[src/rtl/fifo_param_if.sv]
// FIFO access bundle: write/read requests from the user side, data and
// status back from the FIFO.
//
// Handshake: a write is taken on any rising edge where wr_en=1 and the FIFO
// is not full (or is full but a read is taken on the same edge). A read is
// taken on any rising edge where rd_en=1 and the FIFO is not empty. There is
// no stall; wr_ack/overflow/underflow report the outcome one cycle later.
interface fifo_param_if #(
  parameter int FIFO_WIDTH = 16,
  parameter int FIFO_DEPTH = 8
);
  localparam int CNT_W = $clog2(FIFO_DEPTH + 1);

  logic [FIFO_WIDTH-1:0] data_in;
  logic                  wr_en;
  logic                  rd_en;
  logic [FIFO_WIDTH-1:0] data_out;
  logic                  wr_ack;
  logic                  overflow;
  logic                  underflow;
  logic                  full;
  logic                  empty;
  logic                  almostfull;
  logic                  almostempty;
  logic [CNT_W-1:0]      count;

  modport master (
    output data_in, wr_en, rd_en,
    input  data_out, wr_ack, overflow, underflow,
    input  full, empty, almostfull, almostempty, count
  );

  modport slave (
    input  data_in, wr_en, rd_en,
    output data_out, wr_ack, overflow, underflow,
    output full, empty, almostfull, almostempty, count
  );
endinterface

[src/rtl/fifo_param.sv]
// Single-clock synchronous FIFO with arbitrary depth, registered or
// first-word-fall-through read data, and one-cycle-late write/read outcome flags.
module fifo_param #(
  parameter int FIFO_WIDTH = 16,
  parameter int FIFO_DEPTH = 8,
  parameter int AF_MARGIN  = 1,
  parameter int AE_MARGIN  = 1,
  parameter int FWFT       = 0
) (
  input  logic         clk,
  input  logic         rst,
  fifo_param_if.slave  bus
);
  localparam int PTR_W = (FIFO_DEPTH > 1) ? $clog2(FIFO_DEPTH) : 1;
  localparam int CNT_W = $clog2(FIFO_DEPTH + 1);
  localparam logic [PTR_W-1:0] LAST_PTR  = PTR_W'(FIFO_DEPTH - 1);
  localparam logic [CNT_W-1:0] DEPTH_CNT = CNT_W'(FIFO_DEPTH);
  localparam logic [CNT_W-1:0] AF_LVL    = CNT_W'(FIFO_DEPTH - AF_MARGIN);
  localparam logic [CNT_W-1:0] AE_LVL    = CNT_W'(AE_MARGIN);

  logic [FIFO_WIDTH-1:0] mem [FIFO_DEPTH];

  logic [PTR_W-1:0] wr_ptr_q, wr_ptr_d;
  logic [PTR_W-1:0] rd_ptr_q, rd_ptr_d;
  logic [CNT_W-1:0] count_q, count_d;
  logic             wr_ack_q, wr_ack_d;
  logic             overflow_q, overflow_d;
  logic             underflow_q, underflow_d;

  logic full, empty, almostfull, almostempty;
  logic rd_accept, wr_accept;

  // Status flags decoded purely from the registered occupancy.
  always_comb begin
    full        = (count_q == DEPTH_CNT);
    empty       = (count_q == '0);
    almostfull  = (count_q >= AF_LVL) && !full;
    almostempty = (count_q <= AE_LVL) && !empty;
  end

  // Accept decisions, pointer wrap (explicit compare so any depth works),
  // occupancy update and next-cycle outcome flags.
  always_comb begin
    rd_accept   = bus.rd_en && !empty;
    // A full FIFO still takes a write when a read frees a slot on the same edge.
    wr_accept   = bus.wr_en && (!full || rd_accept);
    wr_ptr_d    = wr_ptr_q;
    rd_ptr_d    = rd_ptr_q;
    count_d     = count_q;
    wr_ack_d    = wr_accept;
    overflow_d  = bus.wr_en && !wr_accept;
    underflow_d = bus.rd_en && empty;
    if (wr_accept) begin
      wr_ptr_d = (wr_ptr_q == LAST_PTR) ? '0 : wr_ptr_q + PTR_W'(1);
    end
    if (rd_accept) begin
      rd_ptr_d = (rd_ptr_q == LAST_PTR) ? '0 : rd_ptr_q + PTR_W'(1);
    end
    case ({wr_accept, rd_accept})
      2'b10:   count_d = count_q + CNT_W'(1);
      2'b01:   count_d = count_q - CNT_W'(1);
      default: count_d = count_q;
    endcase
  end

  // Control state register; reset wins over any request in the same cycle.
  always_ff @(posedge clk) begin
    if (rst) begin
      wr_ptr_q    <= '0;
      rd_ptr_q    <= '0;
      count_q     <= '0;
      wr_ack_q    <= 1'b0;
      overflow_q  <= 1'b0;
      underflow_q <= 1'b0;
    end else begin
      wr_ptr_q    <= wr_ptr_d;
      rd_ptr_q    <= rd_ptr_d;
      count_q     <= count_d;
      wr_ack_q    <= wr_ack_d;
      overflow_q  <= overflow_d;
      underflow_q <= underflow_d;
    end
  end

  // Storage array: never cleared, only written by accepted writes.
  always_ff @(posedge clk) begin
    if (!rst && wr_accept) begin
      mem[wr_ptr_q] <= bus.data_in;
    end
  end

  if (FWFT != 0) begin : g_fwft
    // Head word is visible as soon as it is stored; stale when empty.
    assign bus.data_out = mem[rd_ptr_q];
  end else begin : g_reg
    logic [FIFO_WIDTH-1:0] dout_q, dout_d;

    // Load the head word on an accepted read, hold otherwise.
    always_comb begin
      dout_d = dout_q;
      if (rd_accept) dout_d = mem[rd_ptr_q];
    end

    // Registered read data, cleared by reset.
    always_ff @(posedge clk) begin
      if (rst) dout_q <= '0;
      else     dout_q <= dout_d;
    end

    assign bus.data_out = dout_q;
  end

  assign bus.wr_ack      = wr_ack_q;
  assign bus.overflow    = overflow_q;
  assign bus.underflow   = underflow_q;
  assign bus.full        = full;
  assign bus.empty       = empty;
  assign bus.almostfull  = almostfull;
  assign bus.almostempty = almostempty;
  assign bus.count       = count_q;
endmodule

[src/flat_wrapper.sv]
// flat-port wrapper written by rule: the top's interface ports become plain ports
module fifo_param_flat 
#(
  parameter int FIFO_WIDTH = 16,
  parameter int FIFO_DEPTH = 8,
  parameter int AF_MARGIN  = 1,
  parameter int AE_MARGIN  = 1,
  parameter int FWFT       = 0
)
  (clk, rst, bus_data_in, bus_wr_en, bus_rd_en, bus_data_out, bus_wr_ack, bus_overflow, bus_underflow, bus_full, bus_empty, bus_almostfull, bus_almostempty, bus_count);
  fifo_param_if #(.FIFO_WIDTH(FIFO_WIDTH), .FIFO_DEPTH(FIFO_DEPTH)) bus_i ();
  input  logic clk;
  input  logic rst;
  input wire logic [$bits(bus_i.data_in)-1:0] bus_data_in;
  input wire logic [$bits(bus_i.wr_en)-1:0] bus_wr_en;
  input wire logic [$bits(bus_i.rd_en)-1:0] bus_rd_en;
  output wire logic [$bits(bus_i.data_out)-1:0] bus_data_out;
  output wire logic [$bits(bus_i.wr_ack)-1:0] bus_wr_ack;
  output wire logic [$bits(bus_i.overflow)-1:0] bus_overflow;
  output wire logic [$bits(bus_i.underflow)-1:0] bus_underflow;
  output wire logic [$bits(bus_i.full)-1:0] bus_full;
  output wire logic [$bits(bus_i.empty)-1:0] bus_empty;
  output wire logic [$bits(bus_i.almostfull)-1:0] bus_almostfull;
  output wire logic [$bits(bus_i.almostempty)-1:0] bus_almostempty;
  output wire logic [$bits(bus_i.count)-1:0] bus_count;
  assign bus_i.data_in = bus_data_in;
  assign bus_i.wr_en = bus_wr_en;
  assign bus_i.rd_en = bus_rd_en;
  assign bus_data_out = bus_i.data_out;
  assign bus_wr_ack = bus_i.wr_ack;
  assign bus_overflow = bus_i.overflow;
  assign bus_underflow = bus_i.underflow;
  assign bus_full = bus_i.full;
  assign bus_empty = bus_i.empty;
  assign bus_almostfull = bus_i.almostfull;
  assign bus_almostempty = bus_i.almostempty;
  assign bus_count = bus_i.count;
  fifo_param #(.FIFO_WIDTH(FIFO_WIDTH), .FIFO_DEPTH(FIFO_DEPTH), .AF_MARGIN(AF_MARGIN), .AE_MARGIN(AE_MARGIN), .FWFT(FWFT)) u_core (.clk(clk), .rst(rst), .bus(bus_i));
endmodule
[config.mk]
export PLATFORM = sky130hd
export DESIGN_NAME = fifo_param_flat
export DESIGN_NICKNAME = d
export VERILOG_FILES = /design/src/rtl/fifo_param_if.sv /design/src/rtl/fifo_param.sv /design/src/flat_wrapper.sv
export SDC_FILE = /design/constraint.sdc
export NUM_CORES = 1
export LEC_CHECK = 0
export BUFFER_PORTS_ARGS = -buffer_cell sky130_fd_sc_hd__buf_2
export CORE_MARGIN = 4
export CORE_UTILIZATION = 49
export CTS_CLUSTER_SIZE = 40
export DETAILED_ROUTE_END_ITERATION = 16
export GPL_TIMING_DRIVEN = 0
export PLACE_DENSITY = 0.75
export SLEW_MARGIN = 30
export SYNTH_ARGS = -nofsm -noshare
export SYNTH_HDL_FRONTEND = slang
export SYNTH_SLANG_ARGS = --single-unit
[constraint.sdc]
create_clock -name clk -period 3.8 [get_ports clk]
set_clock_uncertainty 0.05 [all_clocks]
set_input_delay 0.95 -clock clk [delete_from_list [all_inputs] [get_ports clk]]
set_output_delay 0.95 -clock clk [all_outputs]
set_load 0.05 [all_outputs]
After elaboration in Yosys (flattened, before gate mapping)
Memory sizes are Yosys's and may differ from the RTL's. A register that Yosys moved wholly into a read port is not among the register bits. Index checks and enable logic that the tools add are counted.

Memories kept: 1. Output and inout port bits: 27. Input port bits: 20. RAM bits: 128. Register bits after elaboration: 13.

Mux-type cells: 5. Reductions and logical operators: 14. $lt $le $gt $ge: 2. $add $sub $neg: 4. Eq/ne operators: 5.

Memories: u_core.mem (depth 8, width 16, rd ports 1, clocked after Yosys merged registers in 1, wr ports 1, RTL line fifo_param.sv:21) `logic [FIFO_WIDTH-1:0] mem [FIFO_DEPTH];`.

Operators by type and width (number): $pmux 4 s2 (1); $logic_and 1x1->1 (7); $add 3x1->3 const B (2); $eq 3x3->1 const B (2); $mux 3 (2); $add 4x1->4 const B (1); $eq 4x4->1 const B (1); $ge 4x3->1 const B (1); $le 4x1->1 const B (1); $logic_not 1->1 (4); $logic_not 4->1 (1); $sub 4x1->4 const B (1); $eq 2x1->1 const B (1); $eq 2x2->1 const B (1); $mux 1 (2); $reduce_bool 2->1 (1); $logic_or 1x1->1 (1).

Logic depth before layout (Yosys ltp)
Depth after elaboration: 8. Depth in mapped cells: 10. Depth with buffers taken out: 10.

Worst setup path before layout
No wires, ideal clock.

Path type: flip-flop to output port. Start point: reg u_core.count_q[1], in the netlist u_core.bus.count[1]. End point: out bus_almostempty. Cell stages (with the launch flop): 4. Data arrival time: 2.688 ns. Buffers on the path: 0. Setup slack: 0.112 ns. Cells stage by stage: dfxtp_1 inv_1 ha_1 nor4b_1.

Word-level cells in the longest chain between the ends: 3. Elaborated cells between the ends (all ways): 4. Classes of those cells: order compare (1); reduce/logical (3).

Ends and longest elaborated chain: start: declaration (RTL line fifo_param.sv:25) `logic [CNT_W-1:0] count_q, count_d;`; start signal: assignment (RTL line fifo_param.sv:78) `count_q <= count_d;`; branches (longest 2 deep; another with $le 4x1->1); $logic_and 1x1->1 (*) (RTL line fifo_param.sv:38) `almostempty = (count_q <= AE_LVL) && !empty;`; end: declaration (RTL line flat_wrapper.sv:24) `output wire logic [$bits(bus_i.almostempty)-1:0] bus_almostempty;`.

Mark *: on every way between the ends.

Final worst setup path
Start point: reg u_core.count_q[1], in the netlist u_core.bus.count[1]. End point: out bus_empty.

Word-level cells in the longest chain between the ends: 1.

Ends and longest elaborated chain: $logic_not 4->1 (RTL line fifo_param.sv:36) `empty = (count_q == '0);`; end: declaration (RTL line flat_wrapper.sv:22) `output wire logic [$bits(bus_i.empty)-1:0] bus_empty;`.

Every way passes these cells.

==> reports/results.ini <==
[worst_hold_path]
min_path_type=reg2reg
hp-start=u_core.bus.data_out[7]

[detailed_routing]
wl_met1_um=5255
met2WireLength_um=6876
drt_iter0_markers=277
top_layer=met4
routed_wl_um=13010
drcViolationCount=0
routed-wl-met3_um=739
ant_nets=0
dr_total_vias=3538
wl_per_cell_um=20.48
via_per_inst=5.572
dr.pass1.iters=6

[final_layout]
syn_to_final_growth_pct=19.21
fillCellCount=882
multi_input_area_sq_mm=0.001620
seqCellArea_sq_mm=0.004424
fin_nets=482
fin_area_sq_mm=0.007367
final_layout_size_suffix_gt1_frac=0.2527
antenna_cells=0

[critical_path]
path_max_fanout=5
crit_chain=inv_1 -> ha_1 -> or3b_4 -> inv_2 -> buf_2
slowest_stage=or3b_4
worstPathRequired_ns=2.80
crit_start=u_core.bus.count[1]
worst_setup_path_start_kind=flop
critPathArrivalTime_ns=1.86
cp-end-kind=output pin
reg2reg_from=u_core.bus.count[0]
critPathKind=reg2out
path_buf_inv=3
worst-r2r-setup-slack_ns=1.16
critPathMaxStageDelay_ns=0.44
crit_family=simple AND/OR/NAND/NOR gates

[outcome]
status=finished clean

[global_routing]
grt_pass1_vias=3532
grt_pass1_wl_um=19710
grtUsageTotal=0.1854
grt_antenna_before_repair=0
overflow=0
grt_max_degree=17

[placed_design]
placed_cell_area_sq_mm=0.006739
numPortBuffers=46
pre_cts_ws_ns=1.011
hpwl_um=8334
gp_congestion=0.7442

[synthesis]
synth_seq_area_share=0.7159
synth-seq-cells=157
syn_nets=410
synthArstFlopShare=0
ys.flop_type=edfxtp_1
synth_cell_types=40
syn-cell-area_sq_mm=0.006180
syn_area_per_cell_sq_um=16.18
synth-edff-count=128
synth-warning-count=0
synthCells=382

[clocking]
clock_sinks=157
cts_buffer_depth=2
clk_latency_ns=0.42
cts_root_buf=clkbuf_16
cts_resized=0
cts_made_buffers=17
post-cts-setup-buffers=0
hold_buffers=0
cts_max_level=4
cts_tree=yes
clkSlewWorstSetupHoldPaths_ns=0.06

[pwr]
ir_drop_v=0.0003288
p_per_area_mw_per_mm2=669.0
p_leak_uw=0.002534

[floorplanning]
initial_utilization=0.5081
die_y_um=120.3
dieArea_sq_mm=0.01447
fp-row-count=40
ios=47
die_w_um=120.3
core_sq_mm=0.01216

[sta]
rsz0062_at_grt=no
max_freq_mhz=350.0
slew_headroom=0.4995
setup_tns_ns=0
finalCritPeriodShare=0.7519
hold_ws_ns=0.4130
setup_viol=0
slew_violations=0
fin_crit_ns=2.857
report.final.hold_viol_count=0
setup_ws_ns=0.9429
tightest_slew_ns=0.7508

[run]
cap_violations=0

## cell type report
type / instances / share of cell area
Sequential cell: 157 / 0.6005
Inverter: 6 / 0.003397
Multi-Input combinational cell: 198 / 0.2199
Buffer: 21 / 0.01987
Tap cell: 168 / 0.02853
Clock buffer: 21 / 0.06386
Timing Repair Buffer: 53 / 0.04246
Clock inverter: 11 / 0.02140
## cells in the final DEF, fill, tap and decap left out, types with 2 or more instances in the layout
cell type	count
dfxtp_1	29
buf_4	6
clkinvlp_4	4
a22oi_1	15
nor2_4	3
a32o_1	16
nor2b_1	17
inv_1	4
a31oi_1	15
a211oi_1	17
clkbuf_16	17
bufinv_16	3
nand3b_1	2
buf_6	8
clkinv_4	2
a21oi_1	11
nor2_1	6
nor2_2	4
nand2b_1	5
xor2_1	2
buf_2	52
buf_8	3
ha_1	8
clkbuf_1	5
clkbuf_8	3
edfxtp_1	128
nand2_1	7
or3_1	3
or3b_4	2
mux2i_1	50
## synthesized netlist by cell type, types with 6 or more instances
| cell type | count | area, sq um |
|---|---|---|
| a21oi_1 | 11 | 55.05 |
| mux2i_1 | 50 | 500.5 |
| buf_6 | 6 | 67.56 |
| nor2_1 | 12 | 45.04 |
| a32o_1 | 16 | 160.2 |
| ha_1 | 8 | 100.1 |
| a211oi_1 | 17 | 127.6 |
| a31oi_1 | 15 | 93.84 |
| buf_2 | 6 | 30.03 |
| a22oi_1 | 15 | 112.6 |
| nand2_1 | 7 | 26.28 |
| nor2b_1 | 17 | 106.4 |
| dfxtp_1 | 29 | 580.6 |
| edfxtp_1 | 128 | 3844 |
## through the flow
| step | cells | util | total power (uW) |
|---|---|---|---|
| 3_5_place_dp | 603 | 0.5541 | 3201 |
| 5_1_grt | 635 | 0.6058 | 5098 |
| 4_1_cts | 635 | 0.6058 | 4951 |
| 6_report | 635 | 0.6058 | 4928 |
| 3_3_place_gp | 596 | 0.5443 | 3172 |
| 2_1_floorplan | 382 | - | 2899 |
## state kept, by name, summed over array words and instances (netlist names)
| register | cells |
|---|---|
| u_core.bus.underflow | 1 |
| u_core.mem | 128 |
| u_core.bus.overflow | 1 |
| u_core.bus.wr_ack | 1 |
| u_core.rd_ptr_q | 3 |
| u_core.wr_ptr_q | 3 |
| u_core.bus.data_out | 16 |
| u_core.bus.count | 4 |
## power breakdown
part | internal [uW] | leakage, uW | switching [uW]
combinational | 375 | 0.000846 | 776
sequential | 1950 | 0.00139 | 62.6
clock | 1090 | 0.000294 | 667
## worst paths after layout
check        cells after the start                endpoint
min                              1  u_core.bus.data_out[7]
min reg2reg                      1  u_core.bus.data_out[7]
max reg2reg                      7       u_core.mem[5][11]
max                              5               bus_empty
## cells by family (layout without fill, tap and decap cells)
kind of cell / after synthesis / count (layout) / synth area share
buf+inv: 27 / 112 / 0.02774
flops: 157 / 157 / 0.7159
simple gates: 60 / 60 / 0.06216
fa+ha+maj: 8 / 8 / 0.01620
mux: 50 / 50 / 0.08099
compound gates: 77 / 77 / 0.09273
xor+xnor: 3 / 3 / 0.004253
## routing by layer
layer,GRT usage,vias to the layer above
li1,-,1650
met1,0.2276,1754
met2,0.3179,121
met3,0.05005,13
met4,0.06374,0
met5,0,-
(Power assumes the default switching activity.)
